## config.mk

```make
export PLATFORM = sky130hd
export DESIGN_NAME = ps2_kbd_rx_fifo
export DESIGN_NICKNAME = d
export VERILOG_FILES = /design/src/rtl/ps2_kbd_rx_fifo_pkg.sv /design/src/rtl/ps2_sync_fifo.sv /design/src/rtl/ps2_kbd_rx_fifo.sv
export SDC_FILE = /design/constraint.sdc
export NUM_CORES = 1
export LEC_CHECK = 0
export ABC_AREA = 0
export CELL_PAD_IN_SITES_DETAIL_PLACEMENT = 2
export CELL_PAD_IN_SITES_GLOBAL_PLACEMENT = 2
export CORE_MARGIN = 3
export CORE_UTILIZATION = 45
export CTS_CLUSTER_SIZE = 16
export DETAILED_ROUTE_END_ITERATION = 16
export PLACE_DENSITY_LB_ADDON = 0.1
export SYNTH_ARGS = -nofsm -noshare
export SYNTH_HDL_FRONTEND = slang
export SYNTH_SLANG_ARGS = --single-unit
```

## constraint.sdc

```tcl
create_clock -name clk -period 6.05 [get_ports clk]
set_input_delay 0.9075 -clock clk [delete_from_list [all_inputs] [get_ports clk]]
set_output_delay 0.9075 -clock clk [all_outputs]
set_load 0.01 [all_outputs]
```

## src/rtl/ps2_kbd_rx_fifo_pkg.sv

```systemverilog
// Shared definitions for the PS/2 keyboard receiver: prefixes, frame size, entry layout.
package ps2_kbd_rx_fifo_pkg;

    localparam logic [7:0]  PS2_PREFIX_EXT = 8'hE0;
    localparam logic [7:0]  PS2_PREFIX_BRK = 8'hF0;
    localparam int unsigned PS2_FRAME_BITS = 11;
    localparam int unsigned ENTRY_W        = 10;

    // FIFO entry: bit 9 = ext, bit 8 = brk, bits 7:0 = scan code
    typedef struct packed {
        logic       ext;
        logic       brk;
        logic [7:0] code;
    } ps2_entry_t;

    typedef enum logic {
        RX_IDLE  = 1'b0,
        RX_SHIFT = 1'b1
    } rx_state_t;

    // Odd parity holds when data bits plus parity bit contain an odd number of ones
    function automatic logic odd_parity_ok(input logic [8:0] data_and_parity);
        return ^data_and_parity;
    endfunction

endpackage

```

## src/rtl/ps2_sync_fifo.sv

```systemverilog
// Synchronous FIFO with wrap-bit pointers; no bypass, push accepted while full only with a pop.
module ps2_sync_fifo #(
    parameter int unsigned WIDTH = 10,
    parameter int unsigned DEPTH = 8
) (
    input  logic             clk,
    input  logic             resetn,
    input  logic             push,
    input  logic             pop,
    input  logic [WIDTH-1:0] din,
    output logic [WIDTH-1:0] dout,
    output logic             full,
    output logic             empty
);

    localparam int unsigned AW      = $clog2(DEPTH);
    localparam logic [AW:0] PTR_ONE = (AW + 1)'(1);

    logic [AW:0]      wr_ptr;
    logic [AW:0]      rd_ptr;
    logic [WIDTH-1:0] mem [DEPTH];
    logic             do_push;
    logic             do_pop;

    assign empty   = (wr_ptr == rd_ptr);
    assign full    = (wr_ptr[AW] != rd_ptr[AW]) && (wr_ptr[AW-1:0] == rd_ptr[AW-1:0]);
    assign do_pop  = pop & ~empty;
    assign do_push = push & (~full | do_pop);
    assign dout    = mem[rd_ptr[AW-1:0]];

    // Storage array; cleared on reset so the head reads as zero
    always_ff @(posedge clk) begin
        if (!resetn) begin
            for (int unsigned i = 0; i < DEPTH; i++) begin
                mem[i] <= '0;
            end
        end else if (do_push) begin
            mem[wr_ptr[AW-1:0]] <= din;
        end
    end

    // Read and write pointer update
    always_ff @(posedge clk) begin
        if (!resetn) begin
            wr_ptr <= '0;
            rd_ptr <= '0;
        end else begin
            if (do_push) wr_ptr <= wr_ptr + PTR_ONE;
            if (do_pop)  rd_ptr <= rd_ptr + PTR_ONE;
        end
    end

endmodule

```

## src/rtl/ps2_kbd_rx_fifo.sv

```systemverilog
// PS/2 keyboard receiver: frame checking, E0/F0 prefix folding and a buffered valid/ready output.
module ps2_kbd_rx_fifo
    import ps2_kbd_rx_fifo_pkg::*;
#(
    parameter int unsigned FIFO_DEPTH     = 8,
    parameter int unsigned SYNC_STAGES    = 3,
    parameter int unsigned TIMEOUT_CYCLES = 65535
) (
    input  logic       clk,
    input  logic       resetn,
    input  logic       ps2_clk,
    input  logic       ps2_data,
    output logic       out_valid,
    input  logic       out_ready,
    output logic [7:0] out_code,
    output logic       out_ext,
    output logic       out_brk,
    output logic       parity_err,
    output logic       frame_err,
    output logic       overflow,
    input  logic       err_clr
);

    localparam int unsigned      TCNT_W    = $clog2(TIMEOUT_CYCLES + 1);
    localparam int unsigned      BITCNT_W  = 4;
    localparam logic [BITCNT_W-1:0] STOP_BIT  = BITCNT_W'(PS2_FRAME_BITS - 1);
    localparam logic [TCNT_W-1:0]   TCNT_LAST = TCNT_W'(TIMEOUT_CYCLES - 1);

    logic [SYNC_STAGES-1:0] clk_sync;
    logic [SYNC_STAGES-1:0] data_sync;
    logic                   clk_prev;
    logic                   fall_c;
    logic                   data_s;

    rx_state_t             state, state_nx;
    logic [BITCNT_W-1:0]   bitcnt, bitcnt_nx;
    logic [9:0]            shreg, shreg_nx;
    logic [TCNT_W-1:0]     tcnt, tcnt_nx;
    logic                  ext_pend, ext_nx;
    logic                  brk_pend, brk_nx;
    logic                  perr_nx, ferr_nx;
    logic                  push_c;
    logic                  pop_c;
    ps2_entry_t            entry_c;
    ps2_entry_t            head;
    logic                  fifo_full;
    logic                  fifo_empty;

    // Pin synchronisers, idle-high after reset
    always_ff @(posedge clk) begin
        if (!resetn) begin
            clk_sync  <= '1;
            data_sync <= '1;
            clk_prev  <= 1'b1;
        end else begin
            clk_sync  <= {clk_sync[SYNC_STAGES-2:0], ps2_clk};
            data_sync <= {data_sync[SYNC_STAGES-2:0], ps2_data};
            clk_prev  <= clk_sync[SYNC_STAGES-1];
        end
    end

    assign fall_c = clk_prev & ~clk_sync[SYNC_STAGES-1];
    assign data_s = data_sync[SYNC_STAGES-1];

    // Receive state machine register and datapath registers
    always_ff @(posedge clk) begin
        if (!resetn) begin
            state      <= RX_IDLE;
            bitcnt     <= '0;
            shreg      <= '0;
            tcnt       <= '0;
            ext_pend   <= 1'b0;
            brk_pend   <= 1'b0;
            parity_err <= 1'b0;
            frame_err  <= 1'b0;
        end else begin
            state      <= state_nx;
            bitcnt     <= bitcnt_nx;
            shreg      <= shreg_nx;
            tcnt       <= tcnt_nx;
            ext_pend   <= ext_nx;
            brk_pend   <= brk_nx;
            parity_err <= perr_nx;
            frame_err  <= ferr_nx;
        end
    end

    // Next state: shift bits on each fall, check the frame at the stop bit, fold prefixes
    always_comb begin
        state_nx  = state;
        bitcnt_nx = bitcnt;
        shreg_nx  = shreg;
        tcnt_nx   = tcnt;
        ext_nx    = ext_pend;
        brk_nx    = brk_pend;
        perr_nx   = 1'b0;
        ferr_nx   = 1'b0;
        push_c    = 1'b0;
        entry_c   = '{ext: ext_pend, brk: brk_pend, code: shreg[8:1]};

        case (state)
            RX_IDLE: begin
                if (fall_c) begin
                    shreg_nx  = {data_s, shreg[9:1]};
                    bitcnt_nx = BITCNT_W'(1);
                    tcnt_nx   = '0;
                    state_nx  = RX_SHIFT;
                end
            end
            RX_SHIFT: begin
                if (fall_c) begin
                    tcnt_nx = '0;
                    if (bitcnt == STOP_BIT) begin
                        // shreg: [0]=start, [8:1]=data, [9]=parity; data_s is the stop bit
                        state_nx  = RX_IDLE;
                        bitcnt_nx = '0;
                        if (shreg[0] || !data_s) begin
                            ferr_nx = 1'b1;
                            ext_nx  = 1'b0;
                            brk_nx  = 1'b0;
                        end else if (!odd_parity_ok(shreg[9:1])) begin
                            perr_nx = 1'b1;
                            ext_nx  = 1'b0;
                            brk_nx  = 1'b0;
                        end else if (shreg[8:1] == PS2_PREFIX_EXT) begin
                            ext_nx = 1'b1;
                        end else if (shreg[8:1] == PS2_PREFIX_BRK) begin
                            brk_nx = 1'b1;
                        end else begin
                            push_c = 1'b1;
                            ext_nx = 1'b0;
                            brk_nx = 1'b0;
                        end
                    end else begin
                        shreg_nx  = {data_s, shreg[9:1]};
                        bitcnt_nx = bitcnt + BITCNT_W'(1);
                    end
                end else if (tcnt == TCNT_LAST) begin
                    state_nx  = RX_IDLE;
                    bitcnt_nx = '0;
                    tcnt_nx   = '0;
                    ferr_nx   = 1'b1;
                    ext_nx    = 1'b0;
                    brk_nx    = 1'b0;
                end else begin
                    tcnt_nx = tcnt + TCNT_W'(1);
                end
            end
            default: state_nx = RX_IDLE;
        endcase
    end

    assign out_valid = ~fifo_empty;
    assign pop_c     = ~fifo_empty & out_ready;

    ps2_sync_fifo #(
        .WIDTH (ENTRY_W),
        .DEPTH (FIFO_DEPTH)
    ) u_fifo (
        .clk    (clk),
        .resetn (resetn),
        .push   (push_c),
        .pop    (pop_c),
        .din    (entry_c),
        .dout   (head),
        .full   (fifo_full),
        .empty  (fifo_empty)
    );

    assign out_code = head.code;
    assign out_ext  = head.ext;
    assign out_brk  = head.brk;

    // Sticky overflow: a dropped push sets it, err_clr clears it, set wins
    always_ff @(posedge clk) begin
        if (!resetn) begin
            overflow <= 1'b0;
        end else if (push_c && fifo_full && !pop_c) begin
            overflow <= 1'b1;
        end else if (err_clr) begin
            overflow <= 1'b0;
        end
    end

endmodule

```

==> results.rst, run 1 <==
.. list-table::
   :header-rows: 1

   * - Metric
     - Value
   * - Layer with the highest usage
     - met2
   * - Cell Chain, Critical Path
     - clkdlybuf4s50_1 > inv_1 > nor2_1 > nand3_1 > nor2_1
   * - Layout Skew
     - 10.7 ps
   * - Top cell type's share of synthesized area
     - 0.393
   * - Met1 global-route usage
     - 0.375
   * - Total power consumption of the routed design
     - 0.00202 W
   * - # setup viols final
     - 0
   * - Data arrival time of the critical path
     - 4000 ps
   * - Total standard cell area after synthesis
     - 6120 sq um
   * - Critical path capture point type
     - flop
   * - Pin count of the biggest net entering global routing
     - 33
   * - Number of design-rule violations left by the first detailed-router iteration
     - 401
   * - Number of synthesis warnings
     - 0
   * - Num rows
     - 41
   * - Hold Violations, Final
     - 0
   * - Pwr per Cell Area
     - 288 nW/um^2
   * - Wire length per cell after detailed routing
     - 27.2 um
   * - Total congestion overflow after global routing
     - 0
   * - Vertical extent of the die
     - 123 um
   * - Depth of the worst register-to-register path
     - 7
   * - Residual DRC count
     - 0
   * - Largest buffer count on any clock path
     - 2
   * - Worst Tran Pin Value
     - 1160 ps
   * - # port buffers
     - 19
   * - R2r startpoint
     - shreg[2]
   * - Initial DRT Pass Iterations
     - 5
   * - Required time of the worst setup path
     - 6290 ps
   * - Clock tree from TritonCTS
     - done
   * - Placed inst area
     - 6480 sq um
   * - Most common cell after layout, fill and taps aside
     - nor2_1
   * - Area inside the core boundary
     - 13,000 sq um
   * - Achievable frequency
     - 0.266 GHz
   * - Largest area contributor in the synthesized netlist
     - edfxtp_1
   * - Vias post-DR
     - 4,629
   * - Classification of the worst setup path
     - in2reg
   * - Type of origin of the critical path
     - primary input
   * - Total half-perimeter wirelength after legalization and detailed placement
     - 12,700 um
   * - Clk root buf
     - clkbuf_16
   * - Final GP Congestion
     - 0.824
   * - Commonest register cell after synthesis
     - edfxtp_1
   * - Clock Sinks
     - 134
   * - Filler cell count in the final layout
     - 1,245
   * - Area growth, synth to finish
     - 14.7%
   * - I/O pin count
     - 20
   * - ANT cells
     - 0
   * - Count of antenna-violating nets left after detailed routing
     - 0
   * - Worst min-delay path class
     - reg2reg
   * - Initial cell density of the core
     - 0.472
   * - Static leakage
     - 2.28 nW
   * - Number of antenna violations at the first check in global routing
     - 1
   * - Post-cts repair resize count
     - 0
   * - Slew margin rel.
     - 0.221
   * - Hold path cells
     - 1
   * - Mapped Avg Cell Area
     - 11.3 sq um
   * - Min-Delay Endpoint
     - data_sync[1]
   * - Library cell contributing the largest single delay on the critical path
     - clkdlybuf4s50_1
   * - Via density
     - 6.17
   * - Sequential cell area fraction in the yosys report
     - 0.569
   * - Run status
     - finished clean
   * - Max-cap viol count
     - 0
   * - Most repeated library cell on the critical path
     - nor2_1
   * - Number of max-slew violations in the final report
     - 0
   * - Fraction of final layout cells sized beyond drive strength 1
     - 0.138
   * - Vias in the first global route
     - 5,096
   * - Synth Register Bits
     - 134
   * - Syn nets
     - 559
   * - Number of CTS-inserted buffers
     - 17
   * - Main area contributors after synthesis
     - edfxtp_1 39%, dfxtp_1 18%, mux4_2 7.4%, nor2_1 6.1%, nand2_1 3.2%
   * - Most used cells in the layout excluding fill and tap cells
     - 100 x nor2_1, 80 x edfxtp_1, 54 x dfxtp_1
   * - Count of nets after finishing
     - 582
   * - Clock-pin slew of the registers on the worst-case setup and hold paths
     - 50 ps
   * - Portion of the clock cycle consumed by the worst path in the final layout
     - 0.622
   * - Met2 global-route usage
     - 0.492
   * - Number of flops mapped to enable cells by yosys
     - 80
   * - Worst vdd rail ir drop
     - 0.174 mV
   * - Final standard cell area without fillers
     - 7020 sq um
   * - Worst reg2reg endpoint
     - u_fifo.mem[2][3]
   * - Slowest Stage Delay on Critical Path
     - 1030 ps
   * - Count of H-tree levels built during CTS
     - 4
   * - Share of async-settable or async-resettable flops after synthesis
     - 0
   * - Reg-to-reg setup timing slack
     - 2470 ps
   * - Global routing usage summed across all routing layers
     - 0.292
   * - Min Hold Slack
     - 414 ps
   * - Cell variety after synth
     - 53
   * - Minimum clock period
     - 3760 ps
   * - Critical path peak fanout
     - 32
   * - Die footprint
     - 15,000 sq um
   * - Gate count after technology mapping
     - 542
   * - Met3 track demand over resource in global routing
     - 0.0594
   * - Die X
     - 123 um
   * - Worst min-delay path startpoint
     - data_sync[0]
   * - Post-Route Setup TNS
     - 0 ps
   * - RSZ-0062 raised after global routing
     - false
   * - Routed wire length
     - 20,400 um
   * - Setup bufs post-CTS
     - 0
   * - Skew-Pair Late Insertion Delay
     - 430 ps
   * - Number of buffers inserted by hold repair at cts
     - 0
   * - Global-route wire length before repair
     - 31,900 um
cell type report:
cell class	instances	area, sq um	share of cell area
clock inverters	5	22.5	0.00321
clock buffers	27	513	0.0731
well taps	172	215	0.0307
inverters	14	52.6	0.00749
flip-flops and latches	134	3480	0.496
multi-input cells	371	2480	0.354
repair buffers	27	250	0.0357
worst max path at each step:
stage | startpoint | end | slack, ps | depth (start not counted)
2_1_floorplan | shreg[1] | u_fifo.mem[3][0] | 3000 | 8
3_3_place_gp | resetn | u_fifo.mem[3][6] | 2230 | 5
3_5_place_dp | resetn | u_fifo.mem[3][7] | 1930 | 5
4_1_cts | resetn | u_fifo.mem[7][5] | 2370 | 5
5_1_grt | resetn | u_fifo.mem[4][6] | 2080 | 5
6_report | resetn | u_fifo.mem[3][7] | 2290 | 5
cell usage after synthesis (all sizes together), types with 6 or more instances:
cell type	n
clkbuf	13
nand3	27
nand2	53
inv	14
mux4	20
nor2	100
o21ai	14
buf	10
nand2b	16
ha	11
edfxtp	80
nand4	11
nor3	7
mux2	10
a21oi	31
dfxtp	54
a31oi	9
xor2	6
metrics by stage:
stage / util / std cells / setup WS [ps]
2_1_floorplan: - / 542 / 3000
4_1_cts: 0.541 / 750 / 2370
3_5_place_dp: 0.499 / 718 / 1930
3_3_place_gp: 0.499 / 718 / 2230
5_1_grt: 0.541 / 750 / 2080
6_report: 0.541 / 750 / 2290
worst max-delay path: cells and delay by family:
| kind | cells | cell delay [ps] |
|---|---|---|
| buffers and inverters | 2 | 1800 |
| and+or+nand+nor | 3 | 1280 |
registers in the layout (all words and copies together), names as in the netlist, 3 cells and up, named ones only:
signal	count
u_fifo.rd_ptr	4
clk_sync	3
u_fifo.wr_ptr	4
u_fifo.mem	80
shreg	10
tcnt	16
bitcnt	4
data_sync	3
cell families after synthesis:
logic type | count (synthesis) | share of synthesized area
flip-flops | 134 | 0.569
XOR/XNOR | 11 | 0.0192
buffers and inverters | 37 | 0.0262
adder cells (fa/ha/maj) | 11 | 0.0225
AND/OR/NAND/NOR | 240 | 0.185
multiplexers | 35 | 0.100
AO/OA/AOI/OAI | 74 | 0.0781
power by group:
part	switching [W]	leakage (nW)	internal, W
clock network	0.000387	0.266	0.000574
logic	0.0000410	0.766	0.0000240
registers	0.0000108	1.25	0.000987
total	0.000439	2.28	0.00158
metal layers:
| metal | part of all wire | up-vias |
|---|---|---|
| met3 | 0.046 | 44 |
| li1 | - | 2014 |
| met4 | 0.025 | 2 |
| met2 | 0.51 | 165 |
| met1 | 0.42 | 2404 |
| met5 | 0.00064 | - |
Note: power is estimated with default switching activity, not from simulation.
==> inputs of run 2 (changes only) <==
--- a/config.mk
+++ b/config.mk
@@ -9,7 +9,7 @@
 export CELL_PAD_IN_SITES_DETAIL_PLACEMENT = 2
 export CELL_PAD_IN_SITES_GLOBAL_PLACEMENT = 2
 export CORE_MARGIN = 3
-export CORE_UTILIZATION = 45
+export CORE_UTILIZATION = 42
 export CTS_CLUSTER_SIZE = 16
 export DETAILED_ROUTE_END_ITERATION = 16
 export PLACE_DENSITY_LB_ADDON = 0.1
==> constraint.sdc (replaced) <==
create_clock -name clk -period 3.86 [get_ports clk]
set_input_delay 0.579 -clock clk [delete_from_list [all_inputs] [get_ports clk]]
set_output_delay 0.579 -clock clk [all_outputs]
set_load 0.01 [all_outputs]
==> run 2 against run 1 <==
Against the previous run:
- routed wire length is 4.6% lower
- cell count is 1.7% higher
- via count is 0.99% lower
- register-to-register slack worse by 1700 ps
- sequential share of layout area is 0.56 points lower
- hold slack worse by 2.3 ps
- sequential power is 57% higher
- first-iteration DRC count is 20% higher
- clock power is 65% higher
- critical path depth is 2 lower
- power is 61% higher
- largest cell class unchanged
- largest power group is now the clock network
- highest routed layer is now met4
==> results.rst, run 2 (synthesized netlist as in run 1, its figures left out) <==
.. list-table::
   :header-rows: 1

   * - Metric
     - Value
   * - Final standard cell area without fillers
     - 7100 sq um (+1.1%)
   * - Number of buffers inserted by hold repair at cts
     - 0 (unchanged)
   * - Wire length per cell after detailed routing
     - 25.6 um (-6.2%)
   * - Die footprint
     - 16,100 sq um (+6.8%)
   * - Largest register FFs
     - 80 (unchanged)
   * - Non-Filler Instances
     - 763 (+1.7%)
   * - Pin count of the biggest net entering global routing
     - 22 (-33%)
   * - Global-route wire length before repair
     - 30,800 um (-3.6%)
   * - Setup bufs post-CTS
     - 0 (unchanged)
   * - Clock-pin slew of the registers on the worst-case setup and hold paths
     - 50 ps (about the same)
   * - Area growth, synth to finish
     - 16.0%
   * - Most used cells in the layout excluding fill and tap cells
     - 100 x nor2_1, 80 x edfxtp_1, 54 x dfxtp_1
   * - Number of max-slew violations in the final report
     - 0 (unchanged)
   * - Initial DRT Pass Iterations
     - 5 (unchanged)
   * - Via density
     - 6.01 (-2.7%)
   * - Classification of the worst setup path
     - reg2out
   * - Finished Core Util
     - 0.505 (-0.0353)
   * - Placed inst area
     - 6530 sq um (+0.73%)
   * - Post-cts repair resize count
     - 0 (unchanged)
   * - Routed wire length
     - 19,500 um (-4.6%)
   * - Pwr per Cell Area
     - 458 nW/um^2 (+59%)
   * - Type of origin of the critical path
     - flop
   * - Vias in the first global route
     - 5,069 (-0.53%)
   * - Top flop regs
     - u_fifo.mem (80), tcnt (16), shreg (10)
   * - Number of cells after detailed placement
     - 731 (+1.8%)
   * - Count of H-tree levels built during CTS
     - 4 (unchanged)
   * - Die X
     - 127 um (+3.3%)
   * - RSZ-0062 raised after global routing
     - false
   * - Total congestion overflow after global routing
     - 0 (unchanged)
   * - Reg with most FFs
     - u_fifo.mem
   * - Num rows
     - 43 (+4.9%)
   * - Minimum clock period
     - 3310 ps
   * - Portion of the clock cycle consumed by the worst path in the final layout
     - 0.857
   * - Final GP Congestion
     - 0.799 (-3.1%)
   * - Number of design-rule violations left by the first detailed-router iteration
     - 481 (+20%)
   * - Vertical extent of the die
     - 127 um (+3.3%)
   * - Slew margin rel.
     - 0.273 (+0.0516)
   * - Clock Sinks
     - 134 (unchanged)
   * - Layout Skew
     - 7.98 ps (-2.70 ps)
   * - Global routing usage summed across all routing layers
     - 0.256 (-0.0357)
   * - Worst vdd rail ir drop
     - 0.313 mV (+80%)
   * - Data arrival time of the critical path
     - 2730 ps (-1270 ps)
   * - # port buffers
     - 19 (unchanged)
   * - Critical path peak fanout
     - 20 (-38%)
   * - Worst min-delay path class
     - reg2reg
   * - Area inside the core boundary
     - 14,000 sq um (+8.2%)
   * - Number of CTS-inserted buffers
     - 17 (unchanged)
   * - Clock tree from TritonCTS
     - done
   * - Run status
     - finished clean
   * - I/O pin count
     - 20 (unchanged)
   * - Count of antenna-violating nets left after detailed routing
     - 0 (unchanged)
   * - Max-cap viol count
     - 0 (unchanged)
   * - Hold Violations, Final
     - 0 (unchanged)
   * - Fraction of final layout cells sized beyond drive strength 1
     - 0.151 (+0.0125)
   * - Count of nets after finishing
     - 587 (+0.86%)
   * - Number of antenna violations at the first check in global routing
     - 0 (-1)
   * - Clk root buf
     - clkbuf_16
   * - Required time of the worst setup path
     - 3280 ps (-3010 ps)
   * - Skew-Pair Late Insertion Delay
     - 420 ps (about the same)
   * - Static leakage
     - 2.32 nW (+1.6%)
   * - ANT cells
     - 0 (unchanged)
   * - Critical path capture point type
     - output port
   * - Total half-perimeter wirelength after legalization and detailed placement
     - 13,200 um (+4.0%)
   * - Vias post-DR
     - 4,583 (-0.99%)
   * - Most common cell after layout, fill and taps aside
     - nor2_1
   * - Residual DRC count
     - 0 (unchanged)
   * - Largest buffer count on any clock path
     - 2 (unchanged)
   * - # setup viols final
     - 0 (unchanged)
   * - Worst Tran Pin Value
     - 1090 ps (-68.3 ps)
   * - Initial cell density of the core
     - 0.436 (-0.0357)
   * - Post-Route Setup TNS
     - 0 ps (unchanged)
   * - Achievable frequency
     - 0.302 GHz
[run 2: changes by cell type in the layout (fill, tap and decap cells not counted)]
cell | previous run | this run
buf_4 | 8 | 13
clkbuf_1 | 5 | 2
clkinv_2 | 3 | 5
bufinv_16 | 0 | 2
clkinvlp_4 | 0 | 2
clkbuf_8 | 5 | 2
[run 2: layer usage]
layer,part of all wire,vias to the layer above,global-route usage,routed length [um]
li1,-,2029,-,-
met1,0.44,2386,0.332,8480
met2,0.49,135,0.426,9630
met3,0.040,33,0.0446,776
met4,0.031,0,0.110,606
met5,0,-,0,0
[run 2: final cells by class]
cell class	count	area, sq um
clock buffers	21	460
clock inverters	11	108
fillers	1381	6940
inverters	14	52.6
multi-input cells	371	2480
flip-flops and latches	134	3480
well taps	180	225
repair buffers	32	288
[run 2: path summary, 6_finish.rpt]
check	startpoint	endpoint	slack, ps	cells after the start
min reg2reg	data_sync[1]	data_sync[2]	410	1
min	data_sync[1]	data_sync[2]	410	1
max reg2reg	shreg[1]	u_fifo.mem[2][1]	790	8
max	flop	out_code[1]	550	3
[run 2: critical path, cell delays in order, from the launching register on]
cell and delay [ps]:
dfxtp_1 1030, mux4_2 490, mux2_2 290, clkdlybuf4s50_1 490
[run 2: per-stage QoR]
step	hold WS [ps]	power, W	setup slack, ps
after floorplan	386	0.00164	807
after global placement	390	0.00169	942
after detailed placement	402	0.00170	792
after CTS	415	0.00327	534
after global routing	433	0.00335	488
final	412	0.00325	551
[run 2: report_power, final]
part	internal, W	switching (W)
sequential	0.00155	0.0000202
clock	0.000973	0.000612
combinational	0.0000403	0.0000609
total	0.00256	0.000693
